==> config.mk <==
export PLATFORM = sky130hd
export DESIGN_NAME = polaris_uart_rx_os
export DESIGN_NICKNAME = d
export VERILOG_FILES = /design/src/rtl/polaris_uart_rx_os.sv
export SDC_FILE = /design/constraint.sdc
export NUM_CORES = 1
export LEC_CHECK = 0
export ABC_AREA = 1
export BUFFER_PORTS_ARGS = -buffer_cell sky130_fd_sc_hd__buf_2
export CAP_MARGIN = 20
export CORE_MARGIN = 10
export CORE_UTILIZATION = 42
export CTS_BUF_LIST = sky130_fd_sc_hd__clkbuf_2
export DETAILED_ROUTE_END_ITERATION = 16
export SYNTH_ARGS = -nofsm -noshare
export SYNTH_HDL_FRONTEND = slang
export SYNTH_SLANG_ARGS = --single-unit
==> constraint.sdc <==
create_clock -name lsioc_clk_i -period 2.03 [get_ports lsioc_clk_i]
set_clock_uncertainty 0.05 [all_clocks]
set_input_delay 0.203 -clock lsioc_clk_i [delete_from_list [all_inputs] [get_ports lsioc_clk_i]]
set_output_delay 0.203 -clock lsioc_clk_i [all_outputs]
set_load 0.005 [all_outputs]
==> src/rtl/polaris_uart_rx_os.sv <==
// rtl/polaris_uart_rx_os.sv - oversampled UART receiver with parity, framing and break detection
module polaris_uart_rx_os #(
  parameter int SYNC_STAGES = 2
) (
  input  logic        lsioc_clk_i,
  input  logic        lsioc_rst_i,
  input  logic [11:0] clktobaudrate,
  input  logic        rx_en,
  input  logic        par_en_i,
  input  logic        par_odd_i,
  input  logic        uart_rx_i,
  output logic        rx_vld_o,
  output logic [7:0]  rx_byte_o,
  output logic        frame_err_o,
  output logic        par_err_o,
  output logic        break_o,
  output logic        busy_o
);

  typedef enum logic [2:0] {
    S_IDLE, S_START, S_DATA, S_PARITY, S_STOP, S_WAIT_HIGH
  } state_t;

  state_t                 state_q, state_d;
  logic [SYNC_STAGES-1:0] sync_q, sync_d;
  logic                   rxs_prev_q, rxs_prev_d;
  logic [11:0]            timer_q, timer_d;
  logic [11:0]            period_q, period_d;
  logic [2:0]             idx_q, idx_d;
  logic [7:0]             shift_q, shift_d;
  logic [7:0]             rx_byte_q, rx_byte_d;
  logic                   par_en_q, par_en_d;
  logic                   par_odd_q, par_odd_d;
  logic                   par_pend_q, par_pend_d;
  logic                   par_bit_q, par_bit_d;
  logic                   rx_vld_q, rx_vld_d;
  logic                   frame_err_q, frame_err_d;
  logic                   par_err_q, par_err_d;
  logic                   break_q, break_d;

  logic        rxs;
  logic [11:0] p_in;
  logic [11:0] timer_dec;

  assign rxs       = sync_q[SYNC_STAGES-1];
  assign p_in      = (clktobaudrate < 12'd4) ? 12'd4 : clktobaudrate;
  assign timer_dec = (timer_q != 12'd0) ? (timer_q - 12'd1) : 12'd0;

  always_comb begin
    state_d     = state_q;
    sync_d      = {sync_q[SYNC_STAGES-2:0], uart_rx_i};
    rxs_prev_d  = rxs;
    timer_d     = timer_q;
    period_d    = period_q;
    idx_d       = idx_q;
    shift_d     = shift_q;
    rx_byte_d   = rx_byte_q;
    par_en_d    = par_en_q;
    par_odd_d   = par_odd_q;
    par_pend_d  = par_pend_q;
    par_bit_d   = par_bit_q;
    rx_vld_d    = 1'b0;
    frame_err_d = 1'b0;
    par_err_d   = 1'b0;
    break_d     = 1'b0;

    if (state_q != S_IDLE && state_q != S_WAIT_HIGH) begin
      timer_d = timer_dec;
    end

    case (state_q)
      S_IDLE: begin
        // Frame settings are captured here so mid-frame changes cannot corrupt the frame
        if (rx_en && rxs_prev_q && !rxs) begin
          state_d    = S_START;
          period_d   = p_in;
          timer_d    = (p_in >> 1) - 12'd1;
          par_en_d   = par_en_i;
          par_odd_d  = par_odd_i;
          par_pend_d = 1'b0;
          par_bit_d  = 1'b0;
          shift_d    = 8'h00;
        end
      end
      S_START: begin
        if (timer_q == 12'd0) begin
          if (!rxs) begin
            state_d = S_DATA;
            timer_d = period_q - 12'd1;
            idx_d   = 3'd0;
          end else begin
            state_d = S_IDLE;
          end
        end
      end
      S_DATA: begin
        if (timer_q == 12'd0) begin
          shift_d[idx_q] = rxs;
          timer_d        = period_q - 12'd1;
          if (idx_q == 3'd7) begin
            state_d = par_en_q ? S_PARITY : S_STOP;
          end else begin
            idx_d = idx_q + 3'd1;
          end
        end
      end
      S_PARITY: begin
        if (timer_q == 12'd0) begin
          par_pend_d = (^shift_q) ^ rxs ^ par_odd_q;
          par_bit_d  = rxs;
          timer_d    = period_q - 12'd1;
          state_d    = S_STOP;
        end
      end
      S_STOP: begin
        if (timer_q == 12'd0) begin
          rx_byte_d = shift_q;
          if (rxs) begin
            rx_vld_d  = 1'b1;
            par_err_d = par_pend_q;
            state_d   = S_IDLE;
          end else begin
            frame_err_d = 1'b1;
            break_d     = (shift_q == 8'h00) && (!par_en_q || !par_bit_q);
            state_d     = S_WAIT_HIGH;
          end
        end
      end
      S_WAIT_HIGH: begin
        if (rxs) begin
          state_d = S_IDLE;
        end
      end
      default: state_d = S_IDLE;
    endcase

    if (!rx_en) begin
      state_d     = S_IDLE;
      rx_byte_d   = rx_byte_q;
      rx_vld_d    = 1'b0;
      frame_err_d = 1'b0;
      par_err_d   = 1'b0;
      break_d     = 1'b0;
    end
  end

  always_ff @(posedge lsioc_clk_i) begin
    if (!lsioc_rst_i) begin
      state_q     <= S_IDLE;
      sync_q      <= '1;
      rxs_prev_q  <= 1'b1;
      timer_q     <= 12'd0;
      period_q    <= 12'd4;
      idx_q       <= 3'd0;
      shift_q     <= 8'h00;
      rx_byte_q   <= 8'h00;
      par_en_q    <= 1'b0;
      par_odd_q   <= 1'b0;
      par_pend_q  <= 1'b0;
      par_bit_q   <= 1'b0;
      rx_vld_q    <= 1'b0;
      frame_err_q <= 1'b0;
      par_err_q   <= 1'b0;
      break_q     <= 1'b0;
    end else begin
      state_q     <= state_d;
      sync_q      <= sync_d;
      rxs_prev_q  <= rxs_prev_d;
      timer_q     <= timer_d;
      period_q    <= period_d;
      idx_q       <= idx_d;
      shift_q     <= shift_d;
      rx_byte_q   <= rx_byte_d;
      par_en_q    <= par_en_d;
      par_odd_q   <= par_odd_d;
      par_pend_q  <= par_pend_d;
      par_bit_q   <= par_bit_d;
      rx_vld_q    <= rx_vld_d;
      frame_err_q <= frame_err_d;
      par_err_q   <= par_err_d;
      break_q     <= break_d;
    end
  end

  assign rx_vld_o    = rx_vld_q;
  assign rx_byte_o   = rx_byte_q;
  assign frame_err_o = frame_err_q;
  assign par_err_o   = par_err_q;
  assign break_o     = break_q;
  assign busy_o      = (state_q != S_IDLE);

endmodule
* After elaboration in Yosys (flattened, before gate mapping)
Cells that the tools add are included.
** Storage, ports and cells
- Flip-flop bits (word level) :: 57
- Latch bits :: 0
- Bits in writable memories :: 0
- Bits in read-only memories :: 0
- Bits of input ports :: 18
- Output and inout port bits :: 13
- Word-level logic and storage cells :: 111
- Memories kept :: 0
** Operators by class
- Add/sub/neg operators :: 4
- Multipliers :: 0
- Divide/modulo/power cells :: 0
- $lt $le $gt $ge :: 3
- Eq/ne operators :: 16
- Shift operators :: 0
- Muxes and demuxes :: 37
- Bitwise logic cells :: 6
- Reductions and logical operators :: 29
** Operators with widths (count)
- two-way mux 12 bit :: 7
- two-way mux 3 bit :: 13
- one-hot mux 12 bit (3 select lines) :: 1
- subtractor 12 x 1 -> 12 bit, second input constant :: 2
- != test 2 bit, second input constant :: 9
- one-hot mux 3 bit (6 select lines) :: 1
- two-way mux 8 bit :: 2
- one-hot mux 8 bit (2 select lines) :: 1
- zero test 12 bit :: 1
- less-than comparator 12 x 3 -> 1 bit, second input constant :: 1
- nonzero test 12 bit :: 1
- subtractor 11 x 1 -> 12 bit, second input constant :: 1
- AND reduction 5 bit :: 2
- == test 3 bit, second input constant :: 3
- AND reduction 3 bit :: 3
- bitwise mux 8 bit :: 1
- zero test 8 bit :: 1
- XOR reduction 8 bit :: 1
- AND reduction 7 bit :: 1
- == test 3 x 2 -> 1 bit, second input constant :: 2
- two-way mux 1 bit :: 6
- one-hot mux 3 bit (2 select lines) :: 1
- nonzero test 2 bit :: 3
- logical AND 1 bit :: 5
- other kinds (18) :: 26

* Logic depth before layout (Yosys ltp)
- Depth in word-level cells :: 7
- Depth in mapped cells :: 12
- Depth with buffers taken out :: 12

* Worst setup path before layout
No wires, ideal clock.
- Kind :: input to register
- From :: input clktobaudrate[9]
- To :: register timer_q[8]
- Setup time :: 0.134 ns
- Arrival time :: 1.627 ns
- Required time :: 1.846 ns
- Slack :: 0.219 ns
- Stages on the path :: 12
- Path buffers :: 0
- Cells stage by stage :: nor2_1 nand2_1 nor2_1 nand2_1 nand2_1 ha_1 nand3_1 nor2_1 nand2_1 xnor2_1 a21oi_1 a21oi_1
** On the way
- Word-level cells in the longest chain between the ends :: 5
** RTL lines
- start, declared :: RTL line 7 : input logic [11:0] clktobaudrate,
- less-than comparator 12 x 3 -> 1 bit :: RTL line 46 : assign p_in = (clktobaudrate < 12'd4) ? 12'd4 : clktobaudrate;
- two-way mux 12 bit (*) :: RTL line 46
- subtractor 11 x 1 -> 12 bit (*) :: RTL line 77 : timer_d = (p_in >> 1) - 12'd1;
- two-way mux 12 bit (*) :: RTL line 74 : if (rx_en && rxs_prev_q && !rxs) begin
- one-hot mux 12 bit (3 select lines) (*) :: RTL line 71 : case (state_q)
- end signal, assigned :: RTL line 169 : timer_q <= timer_d;
- end, declared :: RTL line 27 : logic [11:0] timer_q, timer_d;
Mark *: on every way between the ends. The rest lies on a longest branch, timed or not.
A chain may end at the register's enable or synchronous reset.

* Worst setup path in the final report
- From :: input clktobaudrate[11]
- To :: register timer_q[10]
Same word-level chain as after synthesis.

==> impl_metrics.csv <==
group,metric,value,unit
outcome,outcome,"complete, no violations",
synth,synth_compound_gate_area_share,16.0,%
placement,hpwl,6.99,mm
setup_path,worst_ep_required_time,2.40,ns
timing,layout_min_cycle_time,1.94,ns
clock_network,clock-sinks,57,
synth,synth.net_count,540,
synth,synth.avg_cell_area,6.72,um^2
clock_network,clock_insertion_delay_worst_skew,0.48,ns
synth,ys.flop_type,"dfxtp_1",
setup_path,reg2reg_setup_slack,0.21,ns
timing,timing_hold_violations_final,0,
worst_hold_path,hold_path.class,"in -> reg",
final_layout,seqCellArea,1140,um^2
synth,ys_types,37,
setup_path,cp-end-kind,"register",
synth,yosys_warnings,0,
synth,synth.top_cells.by_area,"dfxtp_1 33%, nand2_1 10%, nor2_1 8.2%, a21oi_1 6.0%, inv_1 5.7%",
timing,report.final.slew_viol_count,0,
grt,grt.met2_usage,22.9,%
power_and_ir_drop,irDropWorstVdd,0.599,mV
setup_path,r2r-start,"timer_q[0]",
grt,initial_antenna_violation_count,1,
setup_path,worstRegToRegCells,9,
synth,synth-simple-area-share,33.3,%
final_layout,layout.core_utilization,51.8,%
drt,drt_pre_antenna_iters,5,
grt,globalRouteTotalUtil,14.6,%
synth,yosys.area_share.adder,3.64,%
timing,slew_headroom,72.9,%
synth,netlist_instances,512,
placement,gp_routability_congestion,0.905,
drt,via_per_inst,5.11,
clock_network,clock_tree.buffer_depth,2,
final_layout,synthToLayoutAreaGrowth,18.2,%
drt,wirelength,9.27,mm
worst_hold_path,min_to,"period_q[3]",
synth,synth_most_common_cell,"nand2_1",
synth,synth_top_cell_by_area,"dfxtp_1",
floorplan,die-area,12200,um^2
final_layout,nets,598,
floorplan,number_of_placement_rows,32,
setup_path,worstPathMaxFanout,4,
setup_path,criticalPathCategory,"in -> reg",
grt,global_route.overflow_total,0,
grt,first_global_vias,3189,
drt,total_drc_errors_in_the_routed_layout,0,
timing,min_period_over_period,95.4,%
clock_network,root_buffer,"clkbuf_2",
floorplan,die_height,110,um
drt,route.detailed.wl_per_inst,13.7,um
grt,grt-busiest-layer,"met2",
power_and_ir_drop,powerDensity,1110,nW/um^2
setup_path,startpoint_type,"primary input",
floorplan,start_util,43.8,%
drt,routed-via-count,3462,
timing,final_number_of_setup_violating_endpoints,0,
synth,number_of_enable_type_register_cells_in_the_synthesized_netlist,0,
synth,combinational_family_with_the_most_area_after_synthesis,"simple AND/OR/NAND/NOR gates",
flow_run,cap_viol_max_count,0,
floorplan,die_width,110,um
synth,syn_area,3440,um^2
synth,synth.cells.most_frequent,"92 x nand2_1, 75 x nor2_1, 57 x dfxtp_1",
grt,grt_pass1_wl,15.3,mm
timing,setup-tns-final,0,ns
timing,tightestPinTransition,0.406,ns
final_layout,fillCellCount,807,
synth,post_synth_mux_area_share,0,%
timing,fmax,0.517,GHz
grt,gr-usage-met1,19.4,%
synth,postSynthRegisterBits,57,
drt,detail_route.iter0.violations,150,
worst_hold_path,hold_path_startpoint,"clktobaudrate[3]",
drt,ant_nets,0,
final_layout,final_design_area_no_fill,4070,um^2
clock_network,tritoncts_clock_tree,"built",
setup_path,cp-startpoint,"clktobaudrate[11]",
synth,async_reset_ff_share,0,%
placement,buffer_ports.inserted,30,
floorplan,ios,31,
placement,placedInstanceArea,3760,um^2
synth,synth.top_cell.area_share,33.2,%
worst_hold_path,holdPathStages,3,
final_layout,post_route_cells_drive_above_1_share,21.2,%
grt,largest_net_degree_at_the_start_of_global_routing,27,
grt,global_route.usage.met3,2.76,%
setup_path,r2r_end,"timer_q[10]",
clock_network,clock_tree.htree_level_count,3,
synth,synthXorXnorAreaFrac,4.84,%
floorplan,floorplan.core_area,7850,um^2
setup_path,crit_arrival,2.31,ns
clock_network,cts_made_buffers,9,
power_and_ir_drop,leakagePower,1.81,nW
synth,synth_seq_area_share,33.2,%
final_layout,multiInputGateArea,2040,um^2
clock_network,clock_slew_seen_by_the_registers_of_the_worst_setup_and_hold_paths,0.15,ns
## flip-flops by register name, indices dropped and copies added (netlist names), 2 cells and up
signal	cells
idx_q	3
rx_byte_o	8
sync_q	2
state_q	3
period_q	12
timer_q	12
shift_q	8
## critical path: stages
cell and delay (ns):
dlygate4sd3_1 0.54, buf_2 0.15, nor2_2 0.15, nand2_2 0.10, nor2_4 0.12, nand2_2 0.07, nand2_2 0.10, ha_4 0.15
nand3_2 0.09, nor2_2 0.13, buf_4 0.13, nand2_1 0.05, a21oi_1 0.12, a21oi_1 0.08, a21oi_1 0.11
## layer usage
metal  share of wire (%)  wire, um
met1                  49      4590
met2                  44      4120
met3                 4.3       403
met4                 1.7       159
met5                   0         0
## kinds of logic after synthesis
logic type | count (synthesis)
AND/OR/NAND/NOR | 249
AO/OA/AOI/OAI | 99
buffers and inverters | 78
flip-flops | 57
XOR/XNOR | 19
adder cells (fa/ha/maj) | 10
## power by group
group	switching, mW	total, mW	internal [mW]
clock network	0.436	0.716	0.281
registers	0.195	1.49	1.30
logic	1.56	2.32	0.754
## repair_timing
item | in CTS | in global routing
hold buffers | 12 | 0
endpoints found under the setup margin | 0 | 7
hold endpoints to repair | 13 | 0
buffers inserted | 0 | 3
resized for setup | 0 | 15
## worst max path at each step
stage | to | slack [ns] | cells after the start
2_1_floorplan | timer_q[8] | 0.22 | 12
4_1_cts | timer_q[10] | 0.02 | 15
3_3_place_gp | timer_q[6] | 0.09 | 14
6_report | timer_q[10] | 0.09 | 15
5_1_grt | timer_q[6] | -0.04 | 15
3_5_place_dp | timer_q[10] | 0.03 | 14
## area by class of cell
class,count,share of cell area [%]
antenna,1,0.0616
clock buffer,10,1.23
clock inverter,6,1.45
inverter,66,6.09
multi-input combinational,377,50.1
sequential,57,28.1
tap,102,3.14
timing repair buffer,59,9.85
## layout by cell type (no fill, tap or decap), drive strengths merged, types with 2 or more instances in the layout
cell	instances
dlygate4sd3	12
nor3b	2
xor2	13
and2	2
clkbuf	10
a211oi	2
ha	10
nor3	16
o21ai	43
nand4	12
o22ai	3
nor2	82
dfxtp	57
clkinvlp	2
or2	3
nand2	102
buf	47
a21oi	49
nand3	30
inv	65
xnor2	6
clkinv	4
## per-stage QoR
| stage | total power, mW | cells | hold WS (ns) | setup slack, ns |
|---|---|---|---|---|
| final | 4.52 | 678 | 0.0587 | 0.0940 |
| after detailed placement | 3.77 | 647 | 0.348 | 0.0343 |
| after global routing | 4.93 | 678 | 0.0379 | -0.0447 |
| after floorplan | 3.22 | 512 | 0.260 | 0.219 |
| after global placement | 3.76 | 647 | 0.342 | 0.0886 |
| after CTS | 4.52 | 675 | 0.00192 | 0.0172 |
Power figures use the tool's default switching activity.
